File: config.mk
export PLATFORM = sky130hd
export DESIGN_NAME = ex_div_unit
export DESIGN_NICKNAME = d
export VERILOG_FILES = /design/src/rtl/ex_div_unit.sv
export SDC_FILE = /design/constraint.sdc
export NUM_CORES = 1
export LEC_CHECK = 0
export BUFFER_PORTS_ARGS = -buffer_cell sky130_fd_sc_hd__buf_2
export CORE_UTILIZATION = 37
export DETAILED_ROUTE_END_ITERATION = 8
export PLACE_DENSITY = 0.56
export SETUP_SLACK_MARGIN = 0.5
export SYNTH_ARGS = -nofsm -noshare
export SYNTH_HDL_FRONTEND = slang
export SYNTH_SLANG_ARGS = --single-unit
export TNS_END_PERCENT = 10
File: constraint.sdc
create_clock -name clk -period 13.65 [get_ports clk]
set_input_delay 1.365 -clock clk [delete_from_list [all_inputs] [get_ports clk]]
set_output_delay 1.365 -clock clk [all_outputs]
set_load 0.05 [all_outputs]
File: src/rtl/ex_div_unit.sv
// Iterative RV64 divider for the EX stage (DIV/DIVU/REM/REMU and W forms).
// Define DIV_RADIX4_EN to retire two quotient bits per cycle instead of one.
module ex_div_unit #(
  parameter int XLEN  = 64,
  parameter int CNT_W = 7
) (
  input  logic            clk,
  input  logic            rst,
  input  logic            div_req,
  input  logic [1:0]      div_op,
  input  logic            div_word,
  input  logic [XLEN-1:0] div_a,
  input  logic [XLEN-1:0] div_b,
  input  logic            stall_ex,
  input  logic            flush,
  output logic            ex_stall_req,
  output logic [XLEN-1:0] div_result,
  output logic            div_valid,
  output logic [1:0]      dbg_state
);

  localparam logic [1:0] S_IDLE = 2'd0;
  localparam logic [1:0] S_CALC = 2'd1;
  localparam logic [1:0] S_DONE = 2'd2;

`ifdef DIV_RADIX4_EN
  localparam int N_D = 32;
  localparam int N_W = 16;
`else
  localparam int N_D = 64;
  localparam int N_W = 32;
`endif

  // One restoring step: shift in the next dividend bit, subtract if it fits.
  function automatic logic [2*XLEN:0] div_step(input logic [XLEN:0] r,
                                               input logic [XLEN-1:0] q,
                                               input logic [XLEN-1:0] d);
    logic [XLEN:0] sh;
    logic [XLEN:0] diff;
    sh   = {r[XLEN-1:0], q[XLEN-1]};
    diff = sh - {1'b0, d};
    if (!diff[XLEN]) return {diff, q[XLEN-2:0], 1'b1};
    return {sh, q[XLEN-2:0], 1'b0};
  endfunction

  function automatic logic [XLEN-1:0] fix_up(input logic [XLEN-1:0] q,
                                             input logic [XLEN-1:0] r,
                                             input logic w, input logic rem,
                                             input logic nq, input logic nr);
    logic [XLEN-1:0] qs;
    logic [XLEN-1:0] rs;
    logic [31:0]     sel32;
    qs    = nq ? (~q + XLEN'(1)) : q;
    rs    = nr ? (~r + XLEN'(1)) : r;
    sel32 = rem ? rs[31:0] : qs[31:0];
    if (w) return {{(XLEN-32){sel32[31]}}, sel32};
    return rem ? rs : qs;
  endfunction

  logic [1:0]      state_q, state_d;
  logic [CNT_W-1:0] cnt_q, cnt_d;
  logic [XLEN:0]   rem_q, rem_d;
  logic [XLEN-1:0] quo_q, quo_d;
  logic [XLEN-1:0] dvsr_q, dvsr_d;
  logic            is_rem_q, is_rem_d;
  logic            word_q, word_d;
  logic            neg_q_q, neg_q_d;
  logic            neg_r_q, neg_r_d;
  logic [XLEN-1:0] result_q, result_d;

  logic            is_signed, a_sgn, b_sgn, b_zero, ovf, start;
  logic [31:0]     a_lo_mag, b_lo_mag;
  logic [XLEN-1:0] a_mag, b_mag, sext_a, special_res;
  logic [2*XLEN:0] step1, step2;

  assign is_signed = ~div_op[0];
  assign a_sgn     = is_signed & (div_word ? div_a[31] : div_a[XLEN-1]);
  assign b_sgn     = is_signed & (div_word ? div_b[31] : div_b[XLEN-1]);
  assign a_lo_mag  = a_sgn ? (~div_a[31:0] + 32'd1) : div_a[31:0];
  assign b_lo_mag  = b_sgn ? (~div_b[31:0] + 32'd1) : div_b[31:0];
  assign a_mag     = div_word ? {{(XLEN-32){1'b0}}, a_lo_mag}
                              : (a_sgn ? (~div_a + XLEN'(1)) : div_a);
  assign b_mag     = div_word ? {{(XLEN-32){1'b0}}, b_lo_mag}
                              : (b_sgn ? (~div_b + XLEN'(1)) : div_b);
  assign sext_a    = div_word ? {{(XLEN-32){div_a[31]}}, div_a[31:0]} : div_a;

  assign b_zero = div_word ? (div_b[31:0] == 32'd0) : (div_b == '0);
  assign ovf    = is_signed &
                  (div_word ? ((div_a[31:0] == 32'h8000_0000) && (div_b[31:0] == 32'hFFFF_FFFF))
                            : ((div_a == {1'b1, {(XLEN-1){1'b0}}}) && (div_b == '1)));
  assign special_res = b_zero ? (div_op[1] ? sext_a : '1)
                              : (div_op[1] ? '0 : sext_a);

  assign start = div_req & ~flush;

  // Handshake: div_req acts as valid for the EX instruction; in DONE the
  // result is held until ~stall_ex (ready), and the instruction leaves EX on
  // that same edge, so it never restarts the divider.
  assign ex_stall_req = ~rst & ~flush &
                        (((state_q == S_IDLE) & div_req) | (state_q == S_CALC));
  assign div_valid    = (state_q == S_DONE);
  assign div_result   = result_q;
  assign dbg_state    = state_q;

  assign step1 = div_step(rem_q, quo_q, dvsr_q);
`ifdef DIV_RADIX4_EN
  assign step2 = div_step(step1[2*XLEN:XLEN], step1[XLEN-1:0], dvsr_q);
`else
  assign step2 = step1;
`endif

  always_comb begin
    state_d  = state_q;
    cnt_d    = cnt_q;
    rem_d    = rem_q;
    quo_d    = quo_q;
    dvsr_d   = dvsr_q;
    is_rem_d = is_rem_q;
    word_d   = word_q;
    neg_q_d  = neg_q_q;
    neg_r_d  = neg_r_q;
    result_d = result_q;
    case (state_q)
      S_IDLE: begin
        if (start) begin
          is_rem_d = div_op[1];
          word_d   = div_word;
          neg_q_d  = a_sgn ^ b_sgn;
          neg_r_d  = a_sgn;
          if (b_zero || ovf) begin
            result_d = special_res;
            state_d  = S_DONE;
          end else begin
            rem_d   = '0;
            // W operands sit in the top half so the MSB-first shift sees them first.
            quo_d   = div_word ? {a_mag[31:0], 32'd0} : a_mag;
            dvsr_d  = b_mag;
            cnt_d   = div_word ? CNT_W'(N_W) : CNT_W'(N_D);
            state_d = S_CALC;
          end
        end
      end
      S_CALC: begin
        rem_d = step2[2*XLEN:XLEN];
        quo_d = step2[XLEN-1:0];
        cnt_d = cnt_q - CNT_W'(1);
        if (cnt_q == CNT_W'(1)) begin
          state_d  = S_DONE;
          result_d = fix_up(step2[XLEN-1:0], step2[2*XLEN-1:XLEN],
                            word_q, is_rem_q, neg_q_q, neg_r_q);
        end
      end
      S_DONE: begin
        if (!stall_ex) state_d = S_IDLE;
      end
      default: state_d = S_IDLE;
    endcase
    if (flush) state_d = S_IDLE;
  end

  always_ff @(posedge clk) begin
    if (rst) begin
      state_q  <= S_IDLE;
      cnt_q    <= '0;
      rem_q    <= '0;
      quo_q    <= '0;
      dvsr_q   <= '0;
      is_rem_q <= 1'b0;
      word_q   <= 1'b0;
      neg_q_q  <= 1'b0;
      neg_r_q  <= 1'b0;
      result_q <= '0;
    end else begin
      state_q  <= state_d;
      cnt_q    <= cnt_d;
      rem_q    <= rem_d;
      quo_q    <= quo_d;
      dvsr_q   <= dvsr_d;
      is_rem_q <= is_rem_d;
      word_q   <= word_d;
      neg_q_q  <= neg_q_d;
      neg_r_q  <= neg_r_d;
      result_q <= result_d;
    end
  end

endmodule

==> metrics <==
CTS H-Tree Depth=2; Setup WS post-layout=6355 ps; outcome=completed; hold_sp=div_result[51]; Post-CTS Resized=0; CORE AREA=63540 sq um; fill count=6801; Int Pwr=1.673 mW; Inst Count DP=4278; Comb power frac=27.0%; most frequent cells in the layout=nor2_1 (492), nand2_1 (343), a21oi_1 (286), dfxtp_1 (266), o21ai_0 (238); clk buf depth=3; Residual DRC=0; total grt overflow=0; Final setup violation count=0; TritonCTS clock tree=yes; Starting Density=approximately 38%; Post-Route Setup TNS=0 ps; Nets=roughly 3700; Register-to-Register Path Depth=23; number of synthesized flops with an enable pin=0; Worst setup EP type=flop; initial antenna violation count=6; clk slew on worst S/H paths=approximately 60 ps; DR vias=between 20000 and 30000; YS warnings=0; RR Startpoint=dvsr_q[59]; Final min period=7295 ps; per-cell routed wire length=roughly 25 microns; mux contribution to synthesized area=2.651%; max frequency=~140 MHz; Detailed Place HPWL=around 84000 microns; Starting DRT DRC Count=about 3500; R2R Setup Slk=6360 ps; cells after synthesis=3412; largest net degree at the start of global routing=77; Worst Hold Class=reg -> reg; Worst Clk Skew=38.16 ps; clock latency on the worst-skew pair=590 ps; GP Congestion=1.012; LEAKAGE=10.66 nW; Netlist Area Pre-Place=23970 sq um; unrepaired setup endpoints after global routing=false; floorplan die area=around 66000 sq um; crit path to=div_result[58]; CTS Buf Count=37; Top FF cell, synth=dfxtp_1; post-synthesis adder-cell area fraction=4.540%; Post-Syn Nets=3620; sw power=938.0 uW; crit share post-route=a little over half; #FFs+latches synth=approximately 270; Worst slew margin=12.10%; share of cells above drive strength 1=between 10 and 15%; Root Driver=clkbuf_16; hold buffer count at CTS=0; reg-to-reg critical path endpoint=div_result[58]; vias in the first global route=24079; share of the synthesized area in the top cell type=22.46%; post-route ant nets=0; WL final=108500 microns; Max Cap Viol=0; power share of the clock group=between 40 and 50%; pwr dens=97.30 nW/um^2; Final Hold Fails=0; dpl ws=6604 ps; Final Max Tran Viols=0; Synth Area per Inst=between 7 and 8 sq um; power share of the sequential group=around a third; Total Power=about 2.6 mW; CTS Sinks=between 200 and 300; cell taking the most area after synthesis=dfxtp_1; DR vias/cell=6.188; crit-path max FO=27; largest family of logic cells by synthesized area=compound AO/OA/AOI/OAI gates; Die Width=256.6 microns; Crit Path Class=reg -> reg; Die Y=256.6 microns; GRT Resource Usage Total=31.68%; TritonRoute pass-1 iters=9; Distinct cells, synth=between 100 and 150; most common cell after layout, fill and taps aside=nor2_1; Async S/R FF share, synth=0%; CP arrival=7790 ps; fin cells=4345; Tightest Pin Transition=1285 ps; Worst Setup SP=dvsr_q[59]; IO Count=roughly 200; Core Rows=92; CP startpoint kind=flop; Area Growth Syn to Fin=11.94%; Synth Area in Compound Gates=30.00%; Synth Area in XOR/XNOR=under 10%; first-pass GRT wire length=159400 microns; Post-CTS Setup Inserts=0; Area contributors post-synth=dfxtp_1 (22%), nor2_1 (7.8%), a21oi_1 (6.0%); Worst Path Required=14150 ps; Switching Fraction=35.92%; area share of and/or/nand/nor cells after synthesis=between 20% and 30%; Port Buffers=slightly above 200; Seq/Total Area, Yosys=22.46%; VDD IR max=66.06 uV
layer usage:
| layer | GRT usage, % | part of all wire (%) |
|---|---|---|
| met5 | 0 | 0.044 |
| met2 | 47.49 | 42 |
| met3 | 6.010 | 9.2 |
| met4 | 11.47 | 3.9 |
| met1 | 44.69 | 44 |
stage by stage:
stage	hold slack (ps)	utilization, %	area [sq um]
final	446.9	42.24	26840
after floorplan	425.0	-	23970
after global placement	435.1	40.18	25530
after global routing	471.9	42.23	26830
after detailed placement	443.0	40.18	25530
after CTS	452.9	42.23	26830
Yosys cell counts, drive strengths merged, types with 25 or more instances:
cell type and number:
or3 49, o31ai 65, nand4 64, a211oi 105, or4 25, a31oi 25, xnor2 159, dfxtp 269
buf 45, xor2 109, nand2 344, clkbuf 181, nand3 40, a222oi 31, o21ai 258, o211ai 29
inv 107, nor2 502, a21o 37, nor3 116, nor4 41, a22oi 44, ha 71, a21oi 290
mux2i 53, o41ai 27
state kept, by name, summed over array words and instances, names as in the netlist, 2 cells and up:
name and count:
cnt_q 7, rem_q 64, dvsr_q 64, div_result 64, dbg_state 2, quo_q 64
worst min path at each step:
stage / cells past startpoint / slack [ps] / to
4_1_cts: 2 / 450 / div_result[51]
3_3_place_gp: 2 / 440 / dvsr_q[34]
5_1_grt: 2 / 470 / div_result[13]
2_1_floorplan: 2 / 430 / dvsr_q[32]
6_report: 2 / 450 / div_result[51]
3_5_place_dp: 2 / 440 / dvsr_q[35]
cell families after synthesis:
family                     after synthesis
AOI/OAI and AO/OA                     1086
and+or+nand+nor                       1302
buffers and inverters                  335
xor gates and xnor gates               268
muxes                                   62
DFF                                    269
adders and majority gates               90
power by group through the flow:
stage          Clock, mW  Sequential (mW)  Combinational, mW
2_1_floorplan          0            0.853              0.458
3_3_place_gp           0            0.862              0.688
3_5_place_dp           0            0.863              0.684
4_1_cts             1.07            0.846              0.688
5_1_grt             1.09            0.850              0.758
6_report            1.06            0.847              0.706
critical path: stages, from the launching register on:
cell       delay (ps)
dfxtp_1           340
inv_1              50
ha_1              350
a21oi_1           200
o21ai_0           120
a221oi_1          640
nand3_1           280
o221ai_1          450
a21o_2            480
nor2_4             50
inv_2             400
nor2_1             80
a21oi_1           230
ha_1              250
or4b_2            670
nor4_1            350
nand4_1           150
o31ai_1           520
nand4bb_4         210
or3_4             410
nor4_1            380
mux2i_1           240
nor2_1             60
o32ai_1           260
final cells by class:
cell class | instances | area [sq um] | share of cell area [%]
Multi-Input combinational cell | 2808 | 17330 | 64.56
Sequential cell | 269 | 5389 | 20.08
Timing Repair Buffer | 246 | 1345 | 5.012
Clock buffer | 49 | 1082 | 4.033
Tap cell | 846 | 1059 | 3.944
Inverter | 109 | 409.1 | 1.525
Clock inverter | 17 | 224.0 | 0.8345
Antenna cell | 1 | 2.502 | 0.009324
No activity file was read; power rests on OpenSTA's default activity.
